<file path="config.mk">
export PLATFORM = sky130hd
export DESIGN_NAME = seg7_scan4
export DESIGN_NICKNAME = d
export VERILOG_FILES = /design/src/rtl/seg7_pkg.sv /design/src/rtl/seg7_dec.sv /design/src/rtl/seg7_scan4.sv
export SDC_FILE = /design/constraint.sdc
export NUM_CORES = 1
export LEC_CHECK = 0
export CELL_PAD_IN_SITES_DETAIL_PLACEMENT = 1
export CELL_PAD_IN_SITES_GLOBAL_PLACEMENT = 1
export CORE_UTILIZATION = 49
export DETAILED_ROUTE_END_ITERATION = 6
export GPL_ROUTABILITY_DRIVEN = 0
export PLACE_DENSITY_LB_ADDON = 0.1
export SYNTH_ARGS = -nofsm -noshare
export SYNTH_HDL_FRONTEND = slang
export SYNTH_SLANG_ARGS = --single-unit
</file>
<file path="constraint.sdc">
create_clock -name clk -period 4.6 [get_ports clk]
set_clock_uncertainty 0.05 [all_clocks]
set_input_delay 1.15 -clock clk [delete_from_list [all_inputs] [get_ports clk]]
set_output_delay 1.15 -clock clk [all_outputs]
set_load 0.03 [all_outputs]
</file>
<file path="src/rtl/seg7_pkg.sv">
// ----------------------------------------------------------------------------
// seg7_pkg
//
// Purpose:
//   Shared constants and helpers for the four-digit multiplexed 7-segment
//   display driver (seg7_scan4) and its BCD decoder (seg7_dec).
//
// Segment bit order (applies to every 7-bit segment vector in this slice):
//   bit 6 .. bit 0  =  g f e d c b a, active-low (0 = segment lit).
//
// Contents:
//   NUM_DIGITS     number of multiplexed digits
//   seg_t          7-bit active-low segment vector
//   SEG_0..SEG_9   glyphs for decimal digits 0..9
//   SEG_BLANK      all segments off
//   BCD_BLANK      BCD code that decodes to SEG_BLANK (used to force a blank)
//   an_onehot_low  anode pattern for a given digit index
// ----------------------------------------------------------------------------
package seg7_pkg;

    localparam int NUM_DIGITS = 4;

    typedef logic [6:0] seg_t;

    //                             gfedcba
    localparam seg_t SEG_0     = 7'b1000000;
    localparam seg_t SEG_1     = 7'b1111001;
    localparam seg_t SEG_2     = 7'b0100100;
    localparam seg_t SEG_3     = 7'b0110000;
    localparam seg_t SEG_4     = 7'b0011001;
    localparam seg_t SEG_5     = 7'b0010010;
    localparam seg_t SEG_6     = 7'b0000010;
    localparam seg_t SEG_7     = 7'b1111000;
    localparam seg_t SEG_8     = 7'b0000000;
    localparam seg_t SEG_9     = 7'b0010000;
    localparam seg_t SEG_BLANK = 7'b1111111;

    // Any code 10..15 decodes blank; 15 is the one used to force a blank.
    localparam logic [3:0] BCD_BLANK = 4'hF;

    // Active-low anode enable for digit idx: a single zero at position idx.
    function automatic logic [3:0] an_onehot_low(input logic [1:0] idx);
        logic [3:0] w_onehot;
        w_onehot = 4'b0001 << idx;
        return ~w_onehot;
    endfunction

endpackage : seg7_pkg

</file>
<file path="src/rtl/seg7_dec.sv">
// ----------------------------------------------------------------------------
// seg7_dec
//
// Purpose:
//   Combinational BCD to 7-segment decoder, active-low outputs.
//   Codes 0..9 give the standard glyphs; codes 10..15 give a blank digit.
//
// Ports:
//   i_bcd    [3:0]  BCD digit
//   o_seg_n  [6:0]  segments {g,f,e,d,c,b,a}, active-low
// ----------------------------------------------------------------------------
module seg7_dec
    import seg7_pkg::*;
(
    input  logic [3:0] i_bcd,
    output logic [6:0] o_seg_n
);

    always_comb begin
        o_seg_n = SEG_BLANK;
        case (i_bcd)
            4'd0:    o_seg_n = SEG_0;
            4'd1:    o_seg_n = SEG_1;
            4'd2:    o_seg_n = SEG_2;
            4'd3:    o_seg_n = SEG_3;
            4'd4:    o_seg_n = SEG_4;
            4'd5:    o_seg_n = SEG_5;
            4'd6:    o_seg_n = SEG_6;
            4'd7:    o_seg_n = SEG_7;
            4'd8:    o_seg_n = SEG_8;
            4'd9:    o_seg_n = SEG_9;
            default: o_seg_n = SEG_BLANK;
        endcase
    end

endmodule : seg7_dec

</file>
<file path="src/rtl/seg7_scan4.sv">
// ----------------------------------------------------------------------------
// seg7_scan4
//
// Purpose:
//   Four-digit multiplexed common-anode 7-segment display driver. A free
//   running prescaler divides time into slots of 2^PRESCALE_W clocks; each
//   slot lights one digit, four slots make a frame. New values are captured
//   into a shadow register on i_load and only copied into the display
//   register at the frame boundary, so a frame never mixes old and new
//   digits. The first BLANK_CYC clocks of every slot keep all anodes off to
//   suppress ghosting while the segment lines settle.
//
// Configuration:
//   SEG7_LZB_EN  when defined, leading zeros are blanked (digits 3..1 are
//                blank while they and every higher digit are zero; digit 0
//                is always shown; decimal points are still honoured and the
//                anode is still driven for a blanked digit).
//
// Parameters:
//   PRESCALE_W   prescaler width; slot length = 2^PRESCALE_W clocks
//   BLANK_CYC    all-anodes-off clocks at the start of each slot,
//                0 .. 2^PRESCALE_W-2
//
// Ports:
//   i_clk / clk        system clock (port name clk)
//   rst_n              asynchronous active-low reset
//   bcd_in     [15:0]  digits {d3,d2,d1,d0}, d3 most significant
//   dp_in      [3:0]   decimal point per digit, 1 = lit
//   load               capture bcd_in/dp_in into the shadow register
//   an_n       [3:0]   digit enables, active-low
//   seg_n      [6:0]   segments {g,f,e,d,c,b,a}, active-low
//   dp_n               decimal point, active-low
//   frame_done         one-cycle pulse after the display register updates
//
// All outputs are registered and reflect the prescaler, digit index and
// display register of the previous cycle.
// ----------------------------------------------------------------------------
module seg7_scan4
    import seg7_pkg::*;
#(
    parameter int PRESCALE_W = 13,
    parameter int BLANK_CYC  = 64
) (
    input  logic        clk,
    input  logic        rst_n,
    input  logic [15:0] bcd_in,
    input  logic [3:0]  dp_in,
    input  logic        load,
    output logic [3:0]  an_n,
    output logic [6:0]  seg_n,
    output logic        dp_n,
    output logic        frame_done
);

    localparam int                    BCD_W   = NUM_DIGITS * 4;
    localparam logic [PRESCALE_W-1:0] BLANK_P = PRESCALE_W'(BLANK_CYC);

    // ------------------------------------------------------------------
    // State
    // ------------------------------------------------------------------
    logic [PRESCALE_W-1:0] r_p;
    logic [1:0]            r_idx;
    logic [BCD_W-1:0]      r_shadow_bcd;
    logic [NUM_DIGITS-1:0] r_shadow_dp;
    logic [BCD_W-1:0]      r_disp_bcd;
    logic [NUM_DIGITS-1:0] r_disp_dp;

    logic [3:0]            r_an_n;
    logic [6:0]            r_seg_n;
    logic                  r_dp_n;
    logic                  r_frame_done;

    // ------------------------------------------------------------------
    // Combinational helpers
    // ------------------------------------------------------------------
    logic                  w_tc;
    logic                  w_frame_end;
    logic                  w_blank_win;
    logic [3:0]            w_digit;
    logic [NUM_DIGITS-1:0] w_lz_blank;
    logic [3:0]            w_dec_in;
    logic [6:0]            w_dec_seg_n;

    assign w_tc        = &r_p;
    assign w_frame_end = w_tc && (r_idx == 2'd3);

    // A zero-length blank window must not produce an always-false compare.
    generate
        if (BLANK_CYC == 0) begin : g_no_blank
            assign w_blank_win = 1'b0;
        end else begin : g_blank
            assign w_blank_win = (r_p < BLANK_P);
        end
    endgenerate

    assign w_digit = r_disp_bcd[{r_idx, 2'b00} +: 4];

`ifdef SEG7_LZB_EN
    // Leading-zero flags: a digit is blanked only if every digit above it
    // is also zero, so an interior zero (e.g. 1 0 5) is always shown.
    logic [NUM_DIGITS-1:0] w_is_zero;

    always_comb begin
        for (int k = 0; k < NUM_DIGITS; k++) begin
            w_is_zero[k] = (r_disp_bcd[k*4 +: 4] == 4'd0);
        end
        w_lz_blank    = '0;
        w_lz_blank[3] = w_is_zero[3];
        w_lz_blank[2] = w_is_zero[3] & w_is_zero[2];
        w_lz_blank[1] = w_is_zero[3] & w_is_zero[2] & w_is_zero[1];
        w_lz_blank[0] = 1'b0;
    end
`else
    assign w_lz_blank = '0;
`endif

    // A forced blank is routed through the decoder as an out-of-range code.
    assign w_dec_in = w_lz_blank[r_idx] ? BCD_BLANK : w_digit;

    seg7_dec u_dec (
        .i_bcd   (w_dec_in),
        .o_seg_n (w_dec_seg_n)
    );

    // ------------------------------------------------------------------
    // Prescaler and digit index
    // ------------------------------------------------------------------
    always_ff @(posedge clk or negedge rst_n) begin
        if (!rst_n) begin
            r_p   <= '0;
            r_idx <= 2'd0;
        end else begin
            r_p <= r_p + 1'b1;
            if (w_tc) begin
                r_idx <= r_idx + 2'd1;
            end
        end
    end

    // ------------------------------------------------------------------
    // Shadow register: tracks every load.
    // ------------------------------------------------------------------
    always_ff @(posedge clk or negedge rst_n) begin
        if (!rst_n) begin
            r_shadow_bcd <= '0;
            r_shadow_dp  <= '0;
        end else if (load) begin
            r_shadow_bcd <= bcd_in;
            r_shadow_dp  <= dp_in;
        end
    end

    // ------------------------------------------------------------------
    // Display register: only changes at the frame boundary. A load landing
    // on the boundary cycle bypasses the shadow so it is not delayed a
    // whole frame.
    // ------------------------------------------------------------------
    always_ff @(posedge clk or negedge rst_n) begin
        if (!rst_n) begin
            r_disp_bcd <= '0;
            r_disp_dp  <= '0;
        end else if (w_frame_end) begin
            if (load) begin
                r_disp_bcd <= bcd_in;
                r_disp_dp  <= dp_in;
            end else begin
                r_disp_bcd <= r_shadow_bcd;
                r_disp_dp  <= r_shadow_dp;
            end
        end
    end

    // ------------------------------------------------------------------
    // Output registers
    // ------------------------------------------------------------------
    always_ff @(posedge clk or negedge rst_n) begin
        if (!rst_n) begin
            r_an_n       <= 4'hF;
            r_seg_n      <= SEG_BLANK;
            r_dp_n       <= 1'b1;
            r_frame_done <= 1'b0;
        end else begin
            r_frame_done <= w_frame_end;
            if (w_blank_win) begin
                r_an_n  <= 4'hF;
                r_seg_n <= SEG_BLANK;
                r_dp_n  <= 1'b1;
            end else begin
                r_an_n  <= an_onehot_low(r_idx);
                r_seg_n <= w_dec_seg_n;
                r_dp_n  <= ~r_disp_dp[r_idx];
            end
        end
    end

    assign an_n       = r_an_n;
    assign seg_n      = r_seg_n;
    assign dp_n       = r_dp_n;
    assign frame_done = r_frame_done;

endmodule : seg7_scan4

</file>
Word level (Yosys, flattened, before mapping)
Memories as Yosys holds them, arrays and structs flattened. Index checks and enable logic that the tools add are counted.

$add $sub $neg: 2. $lt $le $gt $ge: 2. Equal/unequal tests: 1. Shift-type cells: 2. Muxes and demuxes: 10. Bitwise operators: 2. Reduce and logical (&&, ||, !) cells: 2.

Operator list (count): $mux W16 (1); $shiftx A16 B5 Y4 (1); $add A13 B1 Y13 const B (1); $lt A13 B7 Y1 const B (1); $reduce_and A13 Y1 (1); $mux W4 (3); $mux W7 (1); $bmux W1 S2 (2); $not A4 Y4 (1); $shl A1 B2 Y4 const A (1); $lt A2 B3 Y1 const B (1); $mux W1 (3); $add A2 B1 Y2 const B (1); $eq A2 B2 Y1 const B (1); $logic_and A1 B1 Y1 (1); $not A1 Y1 (1).

Bits in registers: 68. Bits in read-only memories: 112. Input port bits: 23. Output and inout bits: 13. Word-level logic and storage cells: 32. Memories kept: 1.

Memories: (no name shown) (words 16, width 7, read ports 1, clocked after Yosys merged registers in 0, wr ports 0, line seg7_dec.sv:21) `case (i_bcd)`.

Logic depth before layout (Yosys ltp)
An unclocked memory read counts as a cell.

Depth in word-level cells: 5. Depth in mapped cells: 8. Depth with buffers taken out: 7.

Cells and area by module
A second synthesis with hierarchy kept.

Cells, all modules: 212. Area total of the unflattened synthesis: 2945.3 sq um.

Modules (own cells, without submodules): seg7_scan4 (instances 1, cells an instance 179, area each 2735.1 sq um, sequential area each 1716.6 sq um); seg7_dec (instances 1, cells an instance 33, area each 210.2 sq um, sequential area each 0.0 sq um).

Least setup slack after synthesis
OpenSTA, ideal clock, no wires.

Path type: input port to flip-flop. Start point: in load. End point: reg r_disp_bcd[0]. Data arrival time: 2.096 ns. Slack: 2.329 ns. Stages on the path: 3. Path through: clkbuf_1 mux2_2 mux2_2.

Longest elaborated chain between the ends: 1.

Ends and longest elaborated chain: start: declaration (line seg7_scan4.sv:48) `input logic load,`; $mux W16; end signal: assignment (line seg7_scan4.sv:164) `r_disp_bcd <= bcd_in;`; end signal: assignment (line seg7_scan4.sv:167) `r_disp_bcd <= r_shadow_bcd;`; end: declaration (line seg7_scan4.sv:65) `logic [BCD_W-1:0] r_disp_bcd;`.

Every way passes these cells. A chain may end at the register's enable or synchronous reset.

Worst setup path in the final report
Start point: in load. End point: reg r_disp_bcd[14].

Same word-level chain as after synthesis.

==> impl_metrics.py <==
metrics = {
    "cells_and_area": {
        "layout.nets": 269,
        "diodes": 0,
        "drive_above_1_share_pct": 32.0,
        "instances_no_fill": 313,
        "area_growth_pct": 19.5,
        "design_area_um2": 3450,
    },
    "power": {
        "p_sw_w": 0.000233,
        "ir_worst_vdd_mv": 0.183,
        "p_clk_share_pct": 38.6,
        "seqPwrFrac_pct": 56.1,
        "power_density_nw_per_um2": 321,
        "p_leak_nw": 1.55,
        "sw_frac_of_total_pct": 21.1,
        "power_w": 0.00111,
        "power.internal_w": 0.000872,
        "p_comb_share_pct": 5.3,
    },
    "route": {
        "drtIter0Drc": 30,
        "antenna_left": 0,
        "wl_per_cell_um": 16.1,
        "drc": 0,
        "dr.pass1.iters": 4,
        "viasPerCell": 5.12,
        "totalWireLength_mm": 5.03,
        "num_vias": 1602,
    },
    "timing": {
        "rsz0062_at_grt": "false",
        "slew_viol_final": 0,
        "worst-slew-pin-transition_ps": 932,
        "hold_viol": 0,
        "fin_crit_ps": 2780,
        "slew_headroom_pct": 37.6,
        "period_share_pct": 60.4,
        "setup-violations-final": 0,
        "fmax_ghz": 0.360,
        "layout_setup_ws_ps": 1820,
        "tns_ps": 0,
    },
    "yosys": {
        "ys_top_cells_by_count": "56 x dfrtp_1, 40 x mux2_2, 12 x dfstp_2, 12 x nand2_1, 10 x ha_1",
        "synth_cell_type_count": 28,
        "postSynthCellCount": 195,
        "synth.most_common_cell": "dfrtp_1",
        "syn-num-nets": 228,
        "synth_top_area_cell": "dfrtp_1",
        "seq_area_frac_synth_pct": 59.5,
        "synth_edf_count": 0,
        "yosysTopAreaCellShare_pct": 48.6,
        "netlist_area_um2": 2890,
        "synth_area_leaders": "dfrtp_1 49%, mux2_2 16%, dfstp_2 11%, ha_1 4.3%, xnor2_1 2.4%",
        "synth_top_flop_cell": "dfrtp_1",
        "synth_warnings": 0,
        "synth-async-reset-ratio_pct": 100,
        "postSynthAreaPerCell_um2": 14.8,
        "synth_seq_cells": 68,
    },
    "die": {
        "start_util_pct": 51.8,
        "die_x_um": 78.7,
        "num_rows": 27,
        "coreArea_um2": 5570,
        "die_h_um": 78.7,
        "dieArea_um2": 6200,
        "ios": 36,
    },
    "clock_tree": {
        "holdBufCountCts": 0,
        "ctsResizeCount": 0,
        "cts_sinks": 68,
        "clk_latency_ps": 340,
        "numCtsBuffers": 9,
        "clockBufferDepth": 2,
        "cts-root-buf": "clkbuf_8",
        "clk_pin_slew_ps": 60,
        "htree_levels": 3,
        "post-cts-setup-buffers": 0,
        "cts_tree": "built",
    },
    "critical_path": {
        "critPathMaxStageDelay_ps": 1080,
        "crit_slowest_cell": "clkdlybuf4s50_1",
        "critical_path.max_fanout": 20,
        "r2r_start": "r_idx[0]",
        "cp.arrival_ps": 2950,
        "r2r_setup_slack_ps": 2300,
        "cp_common_cell": "mux2_2",
        "worstSetupPathType": "input pin to flop",
        "cp_cell_sequence": "clkdlybuf4s50_1 -> mux2_2 -> mux2_2",
        "worstReg2RegEnd": "seg_n[4]",
        "required_ps": 4770,
        "rr_worst_depth": 7,
        "crit_family": "buffers and inverters",
        "end_kind": "flop",
        "crit_buf_inv": 1,
        "cp-start-kind": "input pin",
    },
    "worst_hold_path": {
        "min_from": "r_p[0]",
        "hp-class": "flop to flop",
        "hold-path-endpoint": "r_p[0]",
        "min_path_cells": 1,
    },
    "global_routing": {
        "grt_pass1_vias": 1805,
        "grt_max_degree": 40,
        "overflow": 0,
        "grt_pass1_wl_mm": 8.91,
        "grt_usage_pct": 19.8,
        "antenna_found_initial": 0,
    },
    "placement": {
        "place.detailed.hpwl_mm": 3.59,
        "portBuffers": 35,
        "placed_cell_area_um2": 3280,
        "pre_cts_ws_ps": 1450,
        "dpl.cell_count": 297,
    },
    "job": {
        "drv_cap": 0,
    },
    "status": {
        "status": "complete, no violations",
    },
}
## through the flow
step / hold WS (ps) / util (%)
global placement: 407 / 58.8
global route: 472 / 61.9
floorplan: 387 / -
finish: 434 / 61.9
CTS: 432 / 61.9
detailed placement: 422 / 58.8
## power groups by stage
stage                     sequential (W)  clock, W  combinational [W]
after CTS                       0.000621  0.000440          0.0000602
after global placement          0.000630         0          0.0000555
after floorplan                 0.000629         0          0.0000238
after global routing            0.000622  0.000466          0.0000654
final                           0.000621  0.000427          0.0000584
after detailed placement        0.000631         0          0.0000598
## per-layer routing
layer	track usage, %	vias to the layer above	part of all wire (%)	wire (um)
met5	0	-	0	0
met4	11.7	0	2.6	131
met3	4.48	10	2.7	138
met2	32.2	30	50	2520
met1	24.3	810	45	2240
li1	-	752	-	-
## final cells by class
| class | count | area (um2) |
|---|---|---|
| clock buffers | 14 | 163 |
| clock inverters | 2 | 10.0 |
| repair buffers | 36 | 353 |
| multi-input cells | 113 | 1090 |
| flip-flops and latches | 68 | 1720 |
| inverters | 8 | 30.0 |
| fillers | 530 | 2130 |
| well taps | 72 | 90.1 |
## layout by cell type, fill, tap and decap left out, drive strengths merged
cell,count
clkbuf,14
dfstp,12
clkdlybuf4s50,34
nand2b,1
nand2,12
xor2,4
and3,4
a21o,1
nor4,1
clkinv,2
nand3,7
nor3,2
and4,1
inv,8
mux2i,3
nor2,3
ha,10
and2,3
xnor2,8
mux4,5
dfrtp,56
mux2,41
buf,2
o21ai,7
## flip-flops by register name (all words and copies together), names as in the netlist
name          cells
r_disp_bcd       16
r_shadow_bcd     16
r_p              13
seg_n             7
an_n              4
r_disp_dp         4
r_shadow_dp       4
r_idx             2
dp_n              1
frame_done        1
## how the worst max path moves through the flow
| stage | start | endpoint | slack, ps | depth (start not counted) |
|---|---|---|---|---|
| 5_1_grt | load | r_disp_bcd[14] | 1720 | 3 |
| 4_1_cts | load | r_disp_bcd[14] | 1800 | 3 |
| 3_3_place_gp | load | r_disp_bcd[3] | 1520 | 3 |
| 6_report | load | r_disp_bcd[14] | 1820 | 3 |
| 2_1_floorplan | load | r_disp_bcd[0] | 2330 | 3 |
| 3_5_place_dp | load | r_disp_bcd[13] | 1450 | 3 |
## cells by family (layout without fill, tap and decap cells)
kind of cell    Yosys count  count (layout)  share of synthesized area [%]
compound gates            8               8                           1.52
simple gates             34              34                           6.81
fa+ha+maj                10              10                           4.34
xor+xnor                 12              12                           3.64
flops                    68              68                           59.5
buf+inv                  14              60                           2.86
mux                      49              49                           21.3
## worst register-to-register path, stage by stage (launching register included)
cell and delay, ps:
dfrtp_1 620, mux4_1 720, inv_1 180, ha_1 170
inv_1 50, mux2_4 250, mux2i_1 120, nand2_1 70
No activity file was read; power rests on OpenSTA's default activity.
